$ cat config.mk
export PLATFORM = sky130hd
export DESIGN_NAME = prog_loader
export DESIGN_NICKNAME = d
export VERILOG_FILES = /design/src/rtl/prog_loader_pkg.sv /design/src/rtl/prog_loader_csum.sv /design/src/rtl/prog_loader.sv
export SDC_FILE = /design/constraint.sdc
export NUM_CORES = 1
export LEC_CHECK = 0
export CAP_MARGIN = 20
export CORE_MARGIN = 2
export CORE_UTILIZATION = 39
export DETAILED_ROUTE_END_ITERATION = 16
export SLEW_MARGIN = 20
export SYNTH_ARGS = -nofsm -noshare
export SYNTH_HDL_FRONTEND = slang
export SYNTH_HIERARCHICAL = 1
export SYNTH_SLANG_ARGS = --single-unit
$ cat constraint.sdc
create_clock -name eo3 -period 4.2 [get_ports eo3]
set_input_delay 1.26 -clock eo3 [delete_from_list [all_inputs] [get_ports eo3]]
set_output_delay 1.26 -clock eo3 [all_outputs]
set_load 0.03 [all_outputs]
$ cat src/rtl/prog_loader_pkg.sv
// Shared types and constants for the program-memory loader.
package prog_loader_pkg;

    localparam int OPC_W = 4;
    localparam int OPD_W = 8;

    typedef enum logic [2:0] {
        IDLE,
        LEN,
        HI,
        LO,
        CSUM,
        DONE,
        ERR
    } state_t;

    function automatic logic is_loading(input state_t s);
        return (s == LEN) || (s == HI) || (s == LO) || (s == CSUM);
    endfunction

endpackage

$ cat src/rtl/prog_loader_csum.sv
// Running XOR of the payload bytes of one load; cleared when a load begins.
module prog_loader_csum (
    input  logic       clk,
    input  logic       rst_n,
    input  logic       clr,
    input  logic       en,
    input  logic [7:0] data,
    output logic [7:0] sum
);

    always_ff @(posedge clk or negedge rst_n) begin
        if (!rst_n) begin
            sum <= 8'h00;
        end else if (clr) begin
            sum <= 8'h00;
        end else if (en) begin
            sum <= sum ^ data;
        end
    end

endmodule

$ cat src/rtl/prog_loader.sv
// Byte-stream loader: packs {opcode,operand} pairs into program memory and
// releases the VM core on a good checksum. Optional PROG_LOADER_OPCHK_EN
// rejects high-byte values with a nonzero upper nibble.
module prog_loader
    import prog_loader_pkg::*;
#(
    parameter int AW = 8,
    parameter int IW = 12
) (
    input  logic          eo3,
    input  logic          nF3,
    input  logic          start,
    input  logic          in_valid,
    input  logic [7:0]    in_data,
    output logic          in_ready,
    output logic          mem_we,
    output logic [AW-1:0] mem_addr,
    output logic [IW-1:0] mem_wdata,
    output logic          cpu_rst,
    output logic          busy,
    output logic          done,
    output logic          err,
    output logic [AW:0]   words_loaded
);

    // Remaining-word counter must hold both the largest length byte and 2**AW.
    localparam int CW = (AW + 1 > 9) ? AW + 1 : 9;

    state_t          state;
    state_t          next_state;
    logic            take;
    logic            start_load;
    logic            opc_bad;
    logic [CW-1:0]   remaining;
    logic [OPC_W-1:0] opcode;
    logic [7:0]      sum;

    logic            ready_d;
    logic            busy_d;
    logic            cpu_rst_d;
    logic            done_d;
    logic            err_d;

    assign take       = in_valid & in_ready;
    assign start_load = start & ~is_loading(state);

`ifdef PROG_LOADER_OPCHK_EN
    assign opc_bad = |in_data[7:OPC_W];
`else
    assign opc_bad = 1'b0;
`endif

    prog_loader_csum u_csum (
        .clk   (eo3),
        .rst_n (nF3),
        .clr   (start_load),
        .en    (take & ((state == HI) | (state == LO))),
        .data  (in_data),
        .sum   (sum)
    );

    // NOTE: sequential state uses non-blocking assignments so every register
    // samples pre-edge values regardless of process ordering.
    always_ff @(posedge eo3 or negedge nF3) begin
        if (!nF3) begin
            state <= IDLE;
        end else begin
            state <= next_state;
        end
    end

    // NOTE: next_state gets a default before the case so no path leaves it
    // unassigned, which would otherwise infer a latch.
    always_comb begin
        next_state = state;
        case (state)
            IDLE, DONE, ERR: if (start) next_state = LEN;
            LEN:             if (take)  next_state = HI;
            HI:              if (take)  next_state = opc_bad ? ERR : LO;
            LO:              if (take)  next_state = (remaining == CW'(1)) ? CSUM : HI;
            CSUM:            if (take)  next_state = (in_data == sum) ? DONE : ERR;
            default:                    next_state = IDLE;
        endcase
    end

    // Status outputs are decoded from next_state and registered, so they
    // change on the same edge as the state itself.
    always_comb begin
        ready_d   = is_loading(next_state);
        busy_d    = is_loading(next_state);
        cpu_rst_d = (next_state != DONE);
        done_d    = (next_state == DONE);
        err_d     = (next_state == ERR);
    end

    always_ff @(posedge eo3 or negedge nF3) begin
        if (!nF3) begin
            in_ready <= 1'b0;
            busy     <= 1'b0;
            cpu_rst  <= 1'b1;
            done     <= 1'b0;
            err      <= 1'b0;
        end else begin
            in_ready <= ready_d;
            busy     <= busy_d;
            cpu_rst  <= cpu_rst_d;
            done     <= done_d;
            err      <= err_d;
        end
    end

    // Write pipeline: the word is issued the cycle after its LO byte, and the
    // address advances once that write has been presented.
    always_ff @(posedge eo3 or negedge nF3) begin
        if (!nF3) begin
            mem_we       <= 1'b0;
            mem_addr     <= '0;
            mem_wdata    <= '0;
            words_loaded <= '0;
            remaining    <= '0;
            opcode       <= '0;
        end else begin
            mem_we <= 1'b0;

            if (start_load) begin
                mem_addr     <= '0;
                words_loaded <= '0;
            end else if (mem_we) begin
                mem_addr     <= mem_addr + 1'b1;
                words_loaded <= words_loaded + 1'b1;
            end

            if (take) begin
                case (state)
                    LEN: remaining <= (in_data == 8'h00) ? (CW'(1) << AW) : CW'(in_data);
                    HI:  opcode    <= in_data[OPC_W-1:0];
                    LO: begin
                        mem_we    <= 1'b1;
                        mem_wdata <= IW'({opcode, in_data[OPD_W-1:0]});
                        remaining <= remaining - CW'(1);
                    end
                    default: ;
                endcase
            end
        end
    end

endmodule

==> results of run 1 <==
## routing by layer
layer,wire length [um],share of wire (%),vias to the layer above,GRT usage (%)
li1,-,-,1132,-
met1,3140,50,1084,24.0
met2,2770,44,63,23.4
met3,300,4.7,12,3.73
met4,112,1.8,0,8.21
met5,0,0,-,0
## power groups by stage
stage / Sequential [W] / Clock, W / Combinational (W)
global route: 0.00101 / 0.000549 / 0.00116
CTS: 0.000968 / 0.000522 / 0.00105
global placement: 0.000974 / 0 / 0.00104
detailed placement: 0.000975 / 0 / 0.00105
finish: 0.000970 / 0.000507 / 0.00104
floorplan: 0.00108 / 0 / 0.000630
## final cells by class
class	count	share of cell area, %
multi-input cells	221	38.0
repair buffers	49	13.1
flip-flops and latches	58	39.7
clock buffers	10	3.76
inverters	6	0.616
well taps	99	3.39
clock inverters	5	1.50
## registers in the layout, indices dropped and copies added, names as in the netlist, 3 cells and up
name	cells
mem_wdata	12
remaining	9
words_loaded	9
mem_addr	8
u_csum/sum	8
opcode	4
state	3
## layout by cell type, fill, tap and decap left out, types with 3 or more instances in the layout
cell type,count
xnor2_1,14
nand3b_1,10
nand4_1,6
mux2_2,4
a21bo_2,6
ha_1,4
nor3_1,5
o21ai_0,14
and3_1,5
xor2_1,10
nor4_1,3
clkdlybuf4s50_1,45
dfrtp_1,57
a21oi_1,25
clkbuf_8,10
inv_1,6
nor2_1,27
nand3_1,8
buf_4,3
nand2_1,46
## worst min-delay path by stage
stage	endpoint	slack, ns
floorplan	mem_wdata[10]	0.43
global placement	mem_wdata[10]	0.45
CTS	mem_wdata[11]	0.48
finish	mem_wdata[9]	0.48
detailed placement	mem_wdata[8]	0.46
global route	mem_wdata[11]	0.49
## synth_stat cells (all sizes together), types with 2 or more instances
library cell,number,area (sq um)
o21ai,14,70.1
nand3b,10,75.1
inv,6,22.5
ha,4,50.1
a32oi,2,17.5
o22a,2,17.5
nand2,46,173
and3b,2,17.5
a21oi,25,125
buf,11,77.6
clkbuf,3,11.3
and4,2,17.5
nor2,28,108
nor3,5,25.0
nor4,5,61.3
a21bo,8,80.1
nand3,9,57.6
dfrtp,57,1430
o22ai,2,12.5
nand4,6,37.5
xor2,10,87.6
xnor2,14,123
mux2,4,45.0
and3,5,31.3
mux2i,2,20.0
## through the flow
step                      power (W)  area (sq um)  utilization [%]
final                       0.00252          3660             50.2
after global routing        0.00271          3660             50.2
after CTS                   0.00254          3660             50.2
after detailed placement    0.00203          3470             47.5
after global placement      0.00201          3470             47.5
after floorplan             0.00171          2950                -
## cells by family (layout without fill, tap and decap cells)
logic type / Yosys count / count (layout) / share of synthesized area (%)
simple gates: 125 / 125 / 22.1
compound gates: 62 / 62 / 13.9
flops: 58 / 58 / 49.2
xor+xnor: 24 / 24 / 7.12
buf+inv: 20 / 70 / 3.77
mux: 6 / 6 / 2.20
fa+ha+maj: 4 / 4 / 1.69
==> impl_metrics.tcl, run 1 <==
set metrics [dict create \
    rsz0062_at_grt "no" \
    async_reset_ff_share_pct 100 \
    post_cts_resize_count 0 \
    crit_family "buffers and inverters" \
    pre_cts_ws_ns 1.11 \
    die_area_sq_um 8280 \
    tritoncts "done" \
    clkSinkCount 58 \
    start_util_pct 40.5 \
    sw_frac_of_total_pct 39.9 \
    cpMaxStageDelayCell "clkdlybuf4s50_1" \
    rows 31 \
    combPwrFrac_pct 41.4 \
    endpoint "mem_we" \
    fin_setup_tns_ns 0 \
    grt_pass1_vias 2217 \
    finClkSkew_ns 0.00672 \
    ys_seq_area_share_pct 49.2 \
    dr.pass1.iters 4 \
    post-route-min-period_ns 2.98 \
    rr_startpoint "state[0]" \
    worst_pin_slew_ns 0.566 \
    vias 2291 \
    multiInputGateArea_sq_um 1390 \
    ir_drop_uv 276 \
    crit_required_ns 2.94 \
    antenna_found_initial 0 \
    slew_headroom_pct 62.3 \
    rr_worst_depth 5 \
    synthFlopType "dfrtp_1" \
    status "completed" \
    die_w_um 91.0 \
    synth_cell_types 49 \
    hold_start "mem_wdata[9]" \
    path_cells "clkdlybuf4s50_1" \
    synth_nets 315 \
    drive_above_1_share_pct 10.6 \
    ys_warn_count 6 \
    reg2reg_setup_slack_ns 1.95 \
    globalplace.congestion 0.792 \
    post_cts_buffers 0 \
    cts_root_buffer "clkbuf_8" \
    crit_fanout 12 \
    pwr-share-clk_pct 20.1 \
    start_kind "flop" \
    ios 47 \
    layout.cells.non_filler 448 \
    clk_latency_ns 0.33 \
    syn-cell-area_sq_um 2950 \
    min_path_cells 2 \
    setup_ws_ns 1.22 \
    core_area_sq_um 7290 \
    nNetsFinal 361 \
    synth_cells 299 \
    insertedDiodeCount 0 \
    crit_type "reg2out" \
    internal_power_w 0.00152 \
    finalSetupViolations 0 \
    numCtsBuffers 9 \
    path_clk_slew_ns 0.07 \
    wl_per_cell_um 14.1 \
    cp.arrival_ns 1.72 \
    cp.depth 1 \
    nFillCells 722 \
    syn_area_per_cell_sq_um 9.88 \
    p_leak_nw 1.58 \
    grt_usage_pct 16.6 \
    slew_viol_final 0 \
    critPathLaunch "mem_we" \
    port_buffers 46 \
    fmax_mhz 336 \
    r2r-end "err" \
    min_path_type "reg2reg" \
    max_stage_delay_ns 0.76 \
    hpwl_um 4400 \
    drcViolationCount 0 \
    dpl.cell_count 433 \
    p_sw_w 0.00100 \
    clk_path_buf_depth 2 \
    whs_ns 0.476 \
    grt_start_max_net_pins 45 \
    power_frac_seq_pct 38.5 \
    cts_hold_buf 0 \
    synth_seq_cells 58 \
    power.density_nw_per_um2 689 \
    drtIter0Drc 105 \
    wirelength_um 6330 \
    finalCritPeriodShare_pct 70.9 \
    htree_levels 3 \
    synth_edf_count 0 \
    drv_cap 0 \
    timing_hold_violations_final 0 \
    overflow 0 \
    die_y_um 91.0 \
    path_buf_inv 1 \
    grt_pass1_wl_um 11000 \
    vias_per_cell 5.11 \
    postRouteAntennaNets 0 \
    syn_to_final_growth_pct 23.9 \
    cp-end-kind "output port" \
    regArea_sq_um 1450 \
]
(Power assumes the default switching activity.)
==> run 2: changes to the inputs <==
==> constraint.sdc (replaced) <==
create_clock -name eo3 -period 2.4 [get_ports eo3]
set_input_delay 0.72 -clock eo3 [delete_from_list [all_inputs] [get_ports eo3]]
set_output_delay 0.72 -clock eo3 [all_outputs]
set_load 0.03 [all_outputs]
==> impl_metrics.tcl, run 2 (synthesized netlist as in run 1, its figures left out) <==
set metrics [dict create \
    status "completed" \
    post-route-min-period_ns 2.30 \
    combPwrFrac_pct 42.7 \
    tritoncts "done" \
    rr_worst_depth 4 \
    drtIter0Drc 138 \
    antenna_found_initial 0 \
    insertedDiodeCount 0 \
    finalCritPeriodShare_pct 95.9 \
    mostFrequentLayoutCells "dfrtp_1, nand2_1, clkdlybuf4s50_1" \
    vias 2384 \
    clk_latency_ns 0.34 \
    p_leak_nw 1.67 \
    grt_pass1_vias 2378 \
    rr_startpoint "state[1]" \
    globalplace.congestion 0.811 \
    rows 31 \
    path_cells "clkdlybuf4s50_1" \
    cts_root_buffer "clkbuf_8" \
    crit_type "reg2out" \
    path_buf_inv 1 \
    port_buffers 46 \
    numCtsBuffers 9 \
    core_area_sq_um 7290 \
    timing_hold_violations_final 0 \
    nNetsFinal 375 \
    internal_power_w 0.00283 \
    top_regs "mem_wdata x12, remaining x9, words_loaded x9" \
    die_y_um 91.0 \
    post_cts_resize_count 0 \
    finalSetupViolations 0 \
    finClkSkew_ns 0.0100 \
    min_path_type "in2async" \
    clkSinkCount 58 \
    power.density_nw_per_um2 1210 \
    grt_usage_pct 17.4 \
    final_common_cell "dfrtp_1" \
    drive_above_1_share_pct 14.0 \
    die_w_um 91.0 \
    layout.cells.non_filler 463 \
    syn_to_final_growth_pct 29.2 \
    die_area_sq_um 8280 \
    largest-register "mem_wdata" \
    htree_levels 3 \
    grt_pass1_wl_um 11500 \
    start_util_pct 40.5 \
    worst_pin_slew_ns 0.494 \
    pwr-share-clk_pct 21.6 \
    clk_path_buf_depth 2 \
    wirelength_um 6750 \
    cp.arrival_ns 1.58 \
    cp-end-kind "output port" \
    postRouteAntennaNets 0 \
    sw_frac_of_total_pct 38.8 \
    dpl.cell_count 447 \
    post_cts_buffers 0 \
    crit_fanout 7 \
    r2r-end "err" \
    hpwl_um 4700 \
    power_frac_seq_pct 35.8 \
    fin_setup_tns_ns 0 \
    cts_hold_buf 0 \
    reg2reg_setup_slack_ns 0.58 \
    critPathLaunch "busy" \
    max_stage_delay_ns 0.73 \
    ios 47 \
    grt_start_max_net_pins 59 \
    slew_viol_final 0 \
    vias_per_cell 5.15 \
    p_sw_w 0.00179 \
    slew_headroom_pct 67.0 \
    drcViolationCount 0 \
    wl_per_cell_um 14.6 \
    largest_reg_flops 12 \
    rsz0062_at_grt "no" \
    path_clk_slew_ns 0.07 \
    crit_required_ns 1.68 \
    ir_drop_uv 615 \
    crit_family "buffers and inverters" \
    fmax_mhz 434 \
    dr.pass1.iters 4 \
    drv_cap 0 \
    start_kind "flop" \
    overflow 0 \
    cpMaxStageDelayCell "clkdlybuf4s50_1" \
]
-- run 2: cell type report --
type,instances,area [sq um]
fill,728,3480
sequential,58,1450
multi-input combinational,221,1390
timing repair buffer,63,608
clock buffer,11,141
tap,99,124
clock inverter,5,77.6
inverter,6,22.5
-- run 2: metal layers --
layer / up-vias / global-route usage, % / wire length (um)
met4: 0 / 3.91 / 19
met1: 1149 / 22.4 / 3080
li1: 1166 / - / -
met3: 4 / 5.64 / 347
met2: 65 / 28.7 / 3290
met5: - / 0 / 0
-- run 2: stage by stage --
stage / power (W) / hold WS, ns / utilization [%] / cell area (sq um) / worst slack (ns)
after floorplan: 0.00299 / 0.424 / - / 2950 / 0.744
after global placement: 0.00363 / 0.461 / 49.3 / 3600 / 0.193
after detailed placement: 0.00366 / 0.462 / 49.3 / 3600 / 0.113
after CTS: 0.00468 / 0.381 / 52.3 / 3810 / 0.0657
after global routing: 0.00495 / 0.386 / 52.3 / 3810 / 0.0326
final: 0.00462 / 0.376 / 52.3 / 3810 / 0.0982
-- run 2: worst max path at each step --
stage / cells after the start / slack [ns] / endpoint
2_1_floorplan: 5 / 0.74 / u_csum/sum[0]
3_3_place_gp: 4 / 0.19 / opcode[2]
3_5_place_dp: 5 / 0.11 / err
4_1_cts: 1 / 0.07 / in_ready
5_1_grt: 1 / 0.03 / in_ready
6_report: 1 / 0.1 / in_ready
-- run 2: power groups by stage --
stage | clock network [W] | logic (W) | registers (W)
floorplan | 0 | 0.00110 | 0.00189
global placement | 0 | 0.00196 | 0.00166
detailed placement | 0 | 0.00199 | 0.00167
CTS | 0.00103 | 0.00200 | 0.00166
global route | 0.00107 | 0.00217 | 0.00171
finish | 0.000996 | 0.00197 | 0.00165
